==> config.mk <==
export PLATFORM = sky130hd
export DESIGN_NAME = ir_line_tracker
export DESIGN_NICKNAME = d
export VERILOG_FILES = /design/src/rtl/ir_line_pkg.sv /design/src/rtl/ir_debounce.sv /design/src/rtl/ir_line_tracker.sv
export SDC_FILE = /design/constraint.sdc
export NUM_CORES = 1
export LEC_CHECK = 0
export CELL_PAD_IN_SITES_DETAIL_PLACEMENT = 0
export CELL_PAD_IN_SITES_GLOBAL_PLACEMENT = 1
export CORE_MARGIN = 2
export CORE_UTILIZATION = 45
export DETAILED_ROUTE_END_ITERATION = 16
export PLACE_DENSITY_LB_ADDON = 0.1
export SLEW_MARGIN = 20
export SYNTH_ARGS = -nofsm -noshare
export SYNTH_HDL_FRONTEND = slang
export SYNTH_SLANG_ARGS = --single-unit
==> constraint.sdc <==
create_clock -name clk -period 3.6 [get_ports clk]
set_input_delay 0.54 -clock clk [delete_from_list [all_inputs] [get_ports clk]]
set_output_delay 0.54 -clock clk [all_outputs]
set_load 0.02 [all_outputs]
==> src/rtl/ir_line_pkg.sv <==
// ir_line_pkg: shared types and constants for the IR line tracker.
// FSM states, sensor bit indices, position weights and small helpers.
package ir_line_pkg;

  typedef enum logic [2:0] {
    IDLE,
    TRACK,
    CROSS,
    LOST_WAIT,
    LOST
  } lineState_t;

  localparam int BitL  = 4;
  localparam int BitLC = 3;
  localparam int BitC  = 2;
  localparam int BitRC = 1;
  localparam int BitR  = 0;

  localparam logic [4:0] MaskL  = 5'b1 << BitL;
  localparam logic [4:0] MaskLC = 5'b1 << BitLC;
  localparam logic [4:0] MaskC  = 5'b1 << BitC;
  localparam logic [4:0] MaskRC = 5'b1 << BitRC;
  localparam logic [4:0] MaskR  = 5'b1 << BitR;

  localparam logic signed [3:0] WeightL  = -4'sd4;
  localparam logic signed [3:0] WeightLC = -4'sd2;
  localparam logic signed [3:0] WeightC  = 4'sd0;
  localparam logic signed [3:0] WeightRC = 4'sd2;
  localparam logic signed [3:0] WeightR  = 4'sd4;

  function automatic logic [2:0] popCount5(
    input logic [4:0] v
  );
    logic [2:0] c;
    c = '0;
    for (int i = 0; i < 5; i++) begin
      c = c + 3'(v[i]);
    end
    return c;
  endfunction

  // Pair sums stay within -6..6, so 4-bit math is exact.
  function automatic logic signed [3:0] midWeight(
    input logic signed [3:0] a,
    input logic signed [3:0] b
  );
    return (a + b) >>> 1;
  endfunction

endpackage

==> src/rtl/ir_debounce.sv <==
// ir_debounce: one sensor bit, 2-FF synchroniser plus stability counter.
// The clean bit follows only after DEBOUNCE_CYCLES differing samples.
module ir_debounce #(
  parameter int DEBOUNCE_CYCLES = 1000
) (
  input  logic clk,
  input  logic rst_n,
  input  logic rawBit,
  output logic cleanBit
);

  localparam int CntW = $clog2(DEBOUNCE_CYCLES);
  localparam logic [CntW-1:0] CntLast =
    CntW'(DEBOUNCE_CYCLES - 1);

  logic sync1;
  logic sync2;
  logic [CntW-1:0] cnt;

  always_ff @(posedge clk or negedge rst_n) begin
    if (!rst_n) begin
      sync1    <= 1'b0;
      sync2    <= 1'b0;
      cnt      <= '0;
      cleanBit <= 1'b0;
    end else begin
      sync1 <= rawBit;
      sync2 <= sync1;
      if (sync2 == cleanBit) begin
        cnt <= '0;
      end else if (cnt == CntLast) begin
        cleanBit <= sync2;
        cnt      <= '0;
      end else begin
        cnt <= cnt + CntW'(1);
      end
    end
  end

endmodule

==> src/rtl/ir_line_tracker.sv <==
// ir_line_tracker: debounced IR sensors to line position and line state.
// Define IR_TRACKER_IRQ_EN to build the sticky irq flag.
module ir_line_tracker
  import ir_line_pkg::*;
#(
  parameter int DEBOUNCE_CYCLES = 1000,
  parameter int LOST_TIMEOUT    = 100000,
  parameter int CROSS_MIN       = 4
) (
  input  logic       clk,
  input  logic       rst_n,
  input  logic [4:0] sens_raw,
  output logic [4:0] sens_clean,
  output logic [3:0] position,
  output logic       line_valid,
  output logic       crossing,
  output logic       line_lost,
  output logic [7:0] cross_count,
  output logic       irq,
  input  logic       irq_clr
);

  localparam int TimerW = $clog2(LOST_TIMEOUT);
  localparam logic [TimerW-1:0] TimerLast =
    TimerW'(LOST_TIMEOUT - 1);
  localparam logic [2:0] CrossMin = 3'(CROSS_MIN);

  lineState_t state;
  lineState_t nextState;
  logic [TimerW-1:0] lostTimer;
  logic [2:0] nActive;
  logic signed [3:0] posNext;
  logic posHit;
  logic enterCross;

  for (genvar i = 0; i < 5; i++) begin : gDeb
    ir_debounce #(
      .DEBOUNCE_CYCLES(DEBOUNCE_CYCLES)
    ) uDeb (
      .clk     (clk),
      .rst_n   (rst_n),
      .rawBit  (sens_raw[i]),
      .cleanBit(sens_clean[i])
    );
  end

  assign nActive = popCount5(sens_clean);

  always_comb begin
    posHit  = 1'b1;
    posNext = WeightC;
    unique case (sens_clean)
      MaskL:           posNext = WeightL;
      MaskLC:          posNext = WeightLC;
      MaskC:           posNext = WeightC;
      MaskRC:          posNext = WeightRC;
      MaskR:           posNext = WeightR;
      MaskL  | MaskLC: posNext = midWeight(WeightL, WeightLC);
      MaskLC | MaskC:  posNext = midWeight(WeightLC, WeightC);
      MaskC  | MaskRC: posNext = midWeight(WeightC, WeightRC);
      MaskRC | MaskR:  posNext = midWeight(WeightRC, WeightR);
      default:         posHit  = 1'b0;
    endcase
  end

  always_comb begin
    nextState = state;
    unique case (state)
      IDLE, LOST: begin
        if (nActive >= CrossMin) nextState = CROSS;
        else if (nActive != 0)   nextState = TRACK;
      end
      TRACK: begin
        if (nActive >= CrossMin) nextState = CROSS;
        else if (nActive == 0)   nextState = LOST_WAIT;
      end
      CROSS: begin
        if (nActive == 0)            nextState = LOST_WAIT;
        else if (nActive < CrossMin) nextState = TRACK;
      end
      LOST_WAIT: begin
        // A returning line beats a timeout on the same cycle.
        if (nActive >= CrossMin)       nextState = CROSS;
        else if (nActive != 0)         nextState = TRACK;
        else if (lostTimer == TimerLast) nextState = LOST;
      end
      default: nextState = IDLE;
    endcase
  end

  assign enterCross = (nextState == CROSS) && (state != CROSS);

  always_ff @(posedge clk or negedge rst_n) begin
    if (!rst_n) begin
      state       <= IDLE;
      lostTimer   <= '0;
      position    <= '0;
      cross_count <= '0;
    end else begin
      state     <= nextState;
      lostTimer <= (state == LOST_WAIT) ?
                   lostTimer + TimerW'(1) : '0;
      if ((state == TRACK) && posHit) position <= posNext;
      if (enterCross) cross_count <= cross_count + 8'd1;
    end
  end

  assign line_valid = (state == TRACK) || (state == CROSS) ||
                      (state == LOST_WAIT);
  assign crossing   = (state == CROSS);
  assign line_lost  = (state == LOST);

`ifdef IR_TRACKER_IRQ_EN
  logic irqFlag;
  logic irqSet;

  assign irqSet = (nextState != state) &&
                  ((nextState == CROSS) || (nextState == LOST));

  always_ff @(posedge clk or negedge rst_n) begin
    if (!rst_n) begin
      irqFlag <= 1'b0;
    end else if (irqSet) begin
      irqFlag <= 1'b1;
    end else if (irq_clr) begin
      irqFlag <= 1'b0;
    end
  end

  assign irq = irqFlag;
`else
  logic unusedIrqClr;
  assign unusedIrqClr = irq_clr;
  assign irq = 1'b0;
`endif

endmodule

==> results of run 1 <==
-- routing by layer --
layer	GRT usage [%]	part of all wire [%]
met5	0	0
met4	6.04	1.3
met3	5.93	3.3
met2	26.0	46
met1	22.0	50
-- worst max-delay path, stage by stage (launching register included) --
cell	delay (ns)
dfrtp_1	0.53
fa_1	0.54
inv_1	0.05
fa_1	0.35
inv_1	0.06
ha_1	0.23
and2_1	0.32
mux2_2	0.37
-- power by group through the flow --
stage               combinational (W)  sequential (W)  clock, W
finish                      0.0000690         0.00112  0.000723
global route                0.0000814         0.00113  0.000799
CTS                         0.0000729         0.00112  0.000758
detailed placement          0.0000721         0.00115         0
global placement            0.0000712         0.00115         0
floorplan                   0.0000338         0.00114         0
-- sequential cells by signal (all words and copies together) (netlist names) --
register,flops
gDeb.uDeb.cnt,50
lostTimer,17
cross_count,8
gDeb.uDeb.cleanBit,5
gDeb.uDeb.sync1,5
gDeb.uDeb.sync2,5
position,4
state,3
-- through the flow --
stage | instance area (µm²) | instances | util (%)
floorplan | 4820 | 472 | -
global placement | 5180 | 621 | 49.9
detailed placement | 5180 | 621 | 49.9
CTS | 5380 | 637 | 51.9
global route | 5380 | 637 | 51.9
finish | 5380 | 637 | 51.9
-- cells in the mapped netlist, types with 6 or more instances --
master,n
xnor2_1,37
nor2_1,70
dfrtp_1,97
xor2_1,14
nand2_1,24
a21oi_1,26
and3_1,12
nor3_1,16
inv_1,20
nand4_1,11
buf_4,6
nand3_1,27
o21ai_0,8
ha_1,12
mux2_2,6
-- kinds of logic after synthesis --
| logic type | after synthesis | share of synthesized area, % |
|---|---|---|
| flops | 97 | 50.4 |
| fa+ha+maj | 14 | 3.95 |
| buf+inv | 34 | 3.35 |
| other cells | 1 | 0.0778 |
| xor+xnor | 51 | 9.27 |
| simple gates | 196 | 21.0 |
| mux | 8 | 1.82 |
| compound gates | 71 | 10.2 |
-- layout make-up --
cell class,count,area (µm²),share of cell area (%)
clock buffer,10,138,2.56
clock inverter,6,67.6,1.25
inverter,20,75.1,1.39
multi-input combinational,341,2230,41.4
sequential,97,2430,45.1
tap,136,170,3.16
timing repair buffer,27,278,5.16
-- worst max-delay path by stage --
stage | startpoint | end | slack, ns
after detailed placement | gDeb[3].uDeb.cleanBit | cross_count[1] | 1.02
final | gDeb[3].uDeb.cleanBit | cross_count[1] | 1.04
after global placement | gDeb[3].uDeb.cleanBit | cross_count[1] | 1.04
after global routing | gDeb[3].uDeb.cleanBit | cross_count[1] | 0.91
after CTS | gDeb[3].uDeb.cleanBit | cross_count[1] | 1.01
after floorplan | gDeb[0].uDeb.cleanBit | cross_count[1] | 1.24
==> reports/metrics.cfg, run 1 <==
[route]
drtPass1Iterations = 6
drt_wl_total_mm = 8.72
wire_per_inst_um = 13.7
detail_route.iter0.violations = 196
drtAntennaViolNets = 0
viasPerCell = 5.30
vias = 3379
drc = 0

[power]
p_clk_share_pct = 37.7
swShare_pct = 23.1
p_total_w = 0.00192
powerDensity_mw_per_mm2 = 356
pwr-share-seq_pct = 58.7
p_switching_w = 0.000442
p_leak_nw = 2.31
p_comb_share_pct = 3.6
p_int_w = 0.00147
ir_drop_uv = 323

[global_routing]
overflow = 0
grt_pass1_wl_mm = 15.3
grt_max_degree = 98
first_global_vias = 3272
grt_usage_pct = 16.9
antenna_found_initial = 0

[layout]
nFillCells = 919
final_common_cell = dfrtp_1
area_growth_pct = 11.8
antenna_cells = 0
fin_nets = 518
drive_gt1_share_pct = 7.58
layout_common_cells = 97 x dfrtp_1, 70 x nor2_1, 37 x xnor2_1

[critical_path]
crit_fanout = 12
arrival_ns = 2.83
required_ns = 3.87
cp-start-kind = flop
r2r_cells = 7
r2r-start = gDeb[3].uDeb.cleanBit
crit_type = reg -> reg
r2r-end = cross_count[1]
crit_path_end_kind = flop
reg2reg_slack_ns = 1.04

[sta]
fin_setup_tns_ns = 0
skew_ns = 0.0123
fin_crit_ns = 2.56
finalHoldViolCount = 0
whs_ns = 0.189
final_max_slew_viol_count = 0
slew_headroom_pct = 56.6
setup_viol = 0
timing.final.crit_share_pct = 71.2
rsz0062_at_grt = false
fin_ws_ns = 1.04
worst_pin_slew_ns = 0.649
max_freq_ghz = 0.390

[placement]
dpl.hpwl_mm = 5.92
place_ws_ns = 1.02
place_congestion = 0.794
port_buffers = 26

[floorplan]
die_h_um = 107
io_pins = 29
num_rows = 37
core-area_mm2 = 0.0104
initial_core_util_pct = 46.5
die_w_um = 107
dieArea_mm2 = 0.0115

[yosys]
yosys_register_bits = 97
synthCells = 472
synthTopCellsByArea = dfrtp_1 50%, xnor2_1 6.7%, nor2_1 5.5%, ha_1 3.1%, nand3_1 2.8%
syn_nets = 494
synth_edf_count = 0
ys_types = 56
yosysWarningCount = 0
netlist_area_mm2 = 0.00482
synthArstFlopShare_pct = 100
synth_top_area_share_pct = 50.4
ys_seq_area_share_pct = 50.4
avgSynthCellArea_um2 = 10.2
synthFlopType = dfrtp_1
synth_top_area_cell = dfrtp_1

[min_path]
hp-class = in -> async

[clock_network]
path_clk_slew_ns = 0.09
cts_setup_buffers = 0
clock_sinks = 97
cts_tree = done
cts_htree_levels = 3
clk_latency_ns = 0.38
root_buffer = clkbuf_8
clk_path_buf_depth = 2
cts_made_buffers = 9
postCtsHoldBufs = 0
cts.repair.resized = 0

[status]
outcome = finished clean

[job]
drv_cap = 0

(Power assumes the default switching activity.)
==> inputs of run 2 (changes only) <==
--- a/config.mk
+++ b/config.mk
@@ -8,7 +8,7 @@
 export CELL_PAD_IN_SITES_DETAIL_PLACEMENT = 0
 export CELL_PAD_IN_SITES_GLOBAL_PLACEMENT = 1
 export CORE_MARGIN = 2
-export CORE_UTILIZATION = 45
+export CORE_UTILIZATION = 42
 export DETAILED_ROUTE_END_ITERATION = 16
 export PLACE_DENSITY_LB_ADDON = 0.1
 export SLEW_MARGIN = 20
==> constraint.sdc (replaced) <==
create_clock -name clk -period 2.2 [get_ports clk]
set_input_delay 0.33 -clock clk [delete_from_list [all_inputs] [get_ports clk]]
set_output_delay 0.33 -clock clk [all_outputs]
set_load 0.02 [all_outputs]
==> run 2 against run 1 <==
Effect of this change: cell area rose by 5.3%; critical path depth stayed put; sequential power rose by 64%; worst setup slack lost 0.95 ns; flip-flop and latch count is the same; fmax grew 21%; highest routed layer unchanged.
==> reports/metrics.cfg, run 2 (synthesis results as in run 1) <==
[critical_path]
critPathTopFamily = adder cells
required_ns = 2.43
cp-start-kind = flop
worst-path-buf-inv = 2
path_cells = fa_1, inv_1, fa_2, inv_2, ha_4, and2_4, mux2_4
crit_type = reg -> reg
slowest_delay_ns = 0.54
arrival_ns = 2.34
reg2reg_slack_ns = 0.09
crit_path_end_kind = flop
slowest_stage = fa_1
crit_fanout = 8

[power]
p_leak_nw = 2.45
p_total_w = 0.00366
powerDensity_mw_per_mm2 = 646
ir_drop_uv = 448

[global_routing]
grt_usage_pct = 15.7
overflow = 0
grt_pass1_wl_mm = 15.8
first_global_vias = 3365
antenna_found_initial = 0
grt_max_degree = 47

[floorplan]
dieArea_mm2 = 0.0123
io_pins = 29
die_w_um = 111
initial_core_util_pct = 42.6
core-area_mm2 = 0.0113
die_h_um = 111
num_rows = 39

[layout]
antenna_cells = 0
largest_register_ffs = 50
fin_area_mm2 = 0.00567
biggestRegsByFlops = gDeb.uDeb.cnt (50), lostTimer (17), cross_count (8)
largest-register = gDeb.uDeb.cnt
multi_input_area_mm2 = 0.00227
final_common_cell = dfrtp_1
area_growth_pct = 17.6
nFillCells = 1047
register_area_mm2 = 0.00243
drive_gt1_share_pct = 11.4
fin_nets = 533
layout_common_cells = 96 x dfrtp_1, 69 x nor2_1, 37 x xnor2_1

[sta]
fin_crit_ns = 2.11
timing.final.crit_share_pct = 96.1
rsz0062_at_grt = true
max_freq_ghz = 0.473
final_max_slew_viol_count = 0
fin_setup_tns_ns = 0
worst_pin_slew_ns = 0.568
slew_headroom_pct = 61.9
finalHoldViolCount = 0
skew_ns = 0.00754
setup_viol = 0
fin_ws_ns = 0.0861
whs_ns = 0.352

[route]
wire_per_inst_um = 13.8
drtAntennaViolNets = 0
drt_wl_total_mm = 9.11
viasPerCell = 5.17
vias = 3406
detail_route.iter0.violations = 222
drtPass1Iterations = 4
drc = 0

[clock_network]
path_clk_slew_ns = 0.07
clock_sinks = 97
cts_htree_levels = 3
clk_path_buf_depth = 2
cts_tree = done
root_buffer = clkbuf_16
cts_made_buffers = 9
clk_latency_ns = 0.35

[placement]
dpl.hpwl_mm = 6.52
placed_area_mm2 = 0.00530
port_buffers = 26
place_ws_ns = 0.0384
place_congestion = 0.822

[status]
outcome = finished clean

[min_path]
hp-class = reg -> reg

[job]
drv_cap = 0

run 2: stage by stage:
stage | cells | util (%)
after floorplan | 472 | -
final | 659 | 50.1
after global placement | 641 | 46.9
after global routing | 659 | 50.1
after detailed placement | 641 | 46.9
after CTS | 658 | 49.8
run 2: worst paths after layout:
check                                            from                    end  cells past startpoint
worst max-delay path            gDeb[3].uDeb.cleanBit         cross_count[1]                      7
worst max register to register  gDeb[3].uDeb.cleanBit         cross_count[1]                      7
worst min-delay path               gDeb[0].uDeb.sync1     gDeb[0].uDeb.sync2                      0
max in group asynchronous                       rst_n  gDeb[0].uDeb.cleanBit                      3
worst min register to register     gDeb[0].uDeb.sync1     gDeb[0].uDeb.sync2                      0
min in group asynchronous                       rst_n           lostTimer[8]                      2
run 2: worst reg2reg max path, stage by stage, from the launching register on:
cell	delay, ns
dfrtp_1	0.40
fa_1	0.54
inv_1	0.05
fa_2	0.33
inv_2	0.07
ha_4	0.12
and2_4	0.19
mux2_4	0.31
run 2: power by group:
| part | switching (W) | leakage (nW) | internal (W) |
|---|---|---|---|
| registers | 0.0000264 | 1.32 | 0.00181 |
| clock network | 0.000672 | 0.153 | 0.00103 |
| logic | 0.0000732 | 0.984 | 0.0000450 |
run 2: cell type report:
type / instances / share of cell area [%]
inverters: 20 / 1.32
repair buffers: 42 / 6.98
clock inverters: 4 / 1.35
well taps: 143 / 3.16
flip-flops and latches: 97 / 42.9
multi-input cells: 341 / 40.0
clock buffers: 12 / 4.35
run 2: routing by layer:
metal,part of all wire [%],GRT usage (%)
met1,51,21.4
met2,45,24.7
met3,2.2,3.23
met4,1.7,6.17
met5,0,0
run 2: repair_timing:
action,CTS,global route
hold buffers,1,0
setup endpoints to repair,0,4
gates resized for setup,0,6
buffers inserted,0,1
endpoints found under the hold margin,19,0
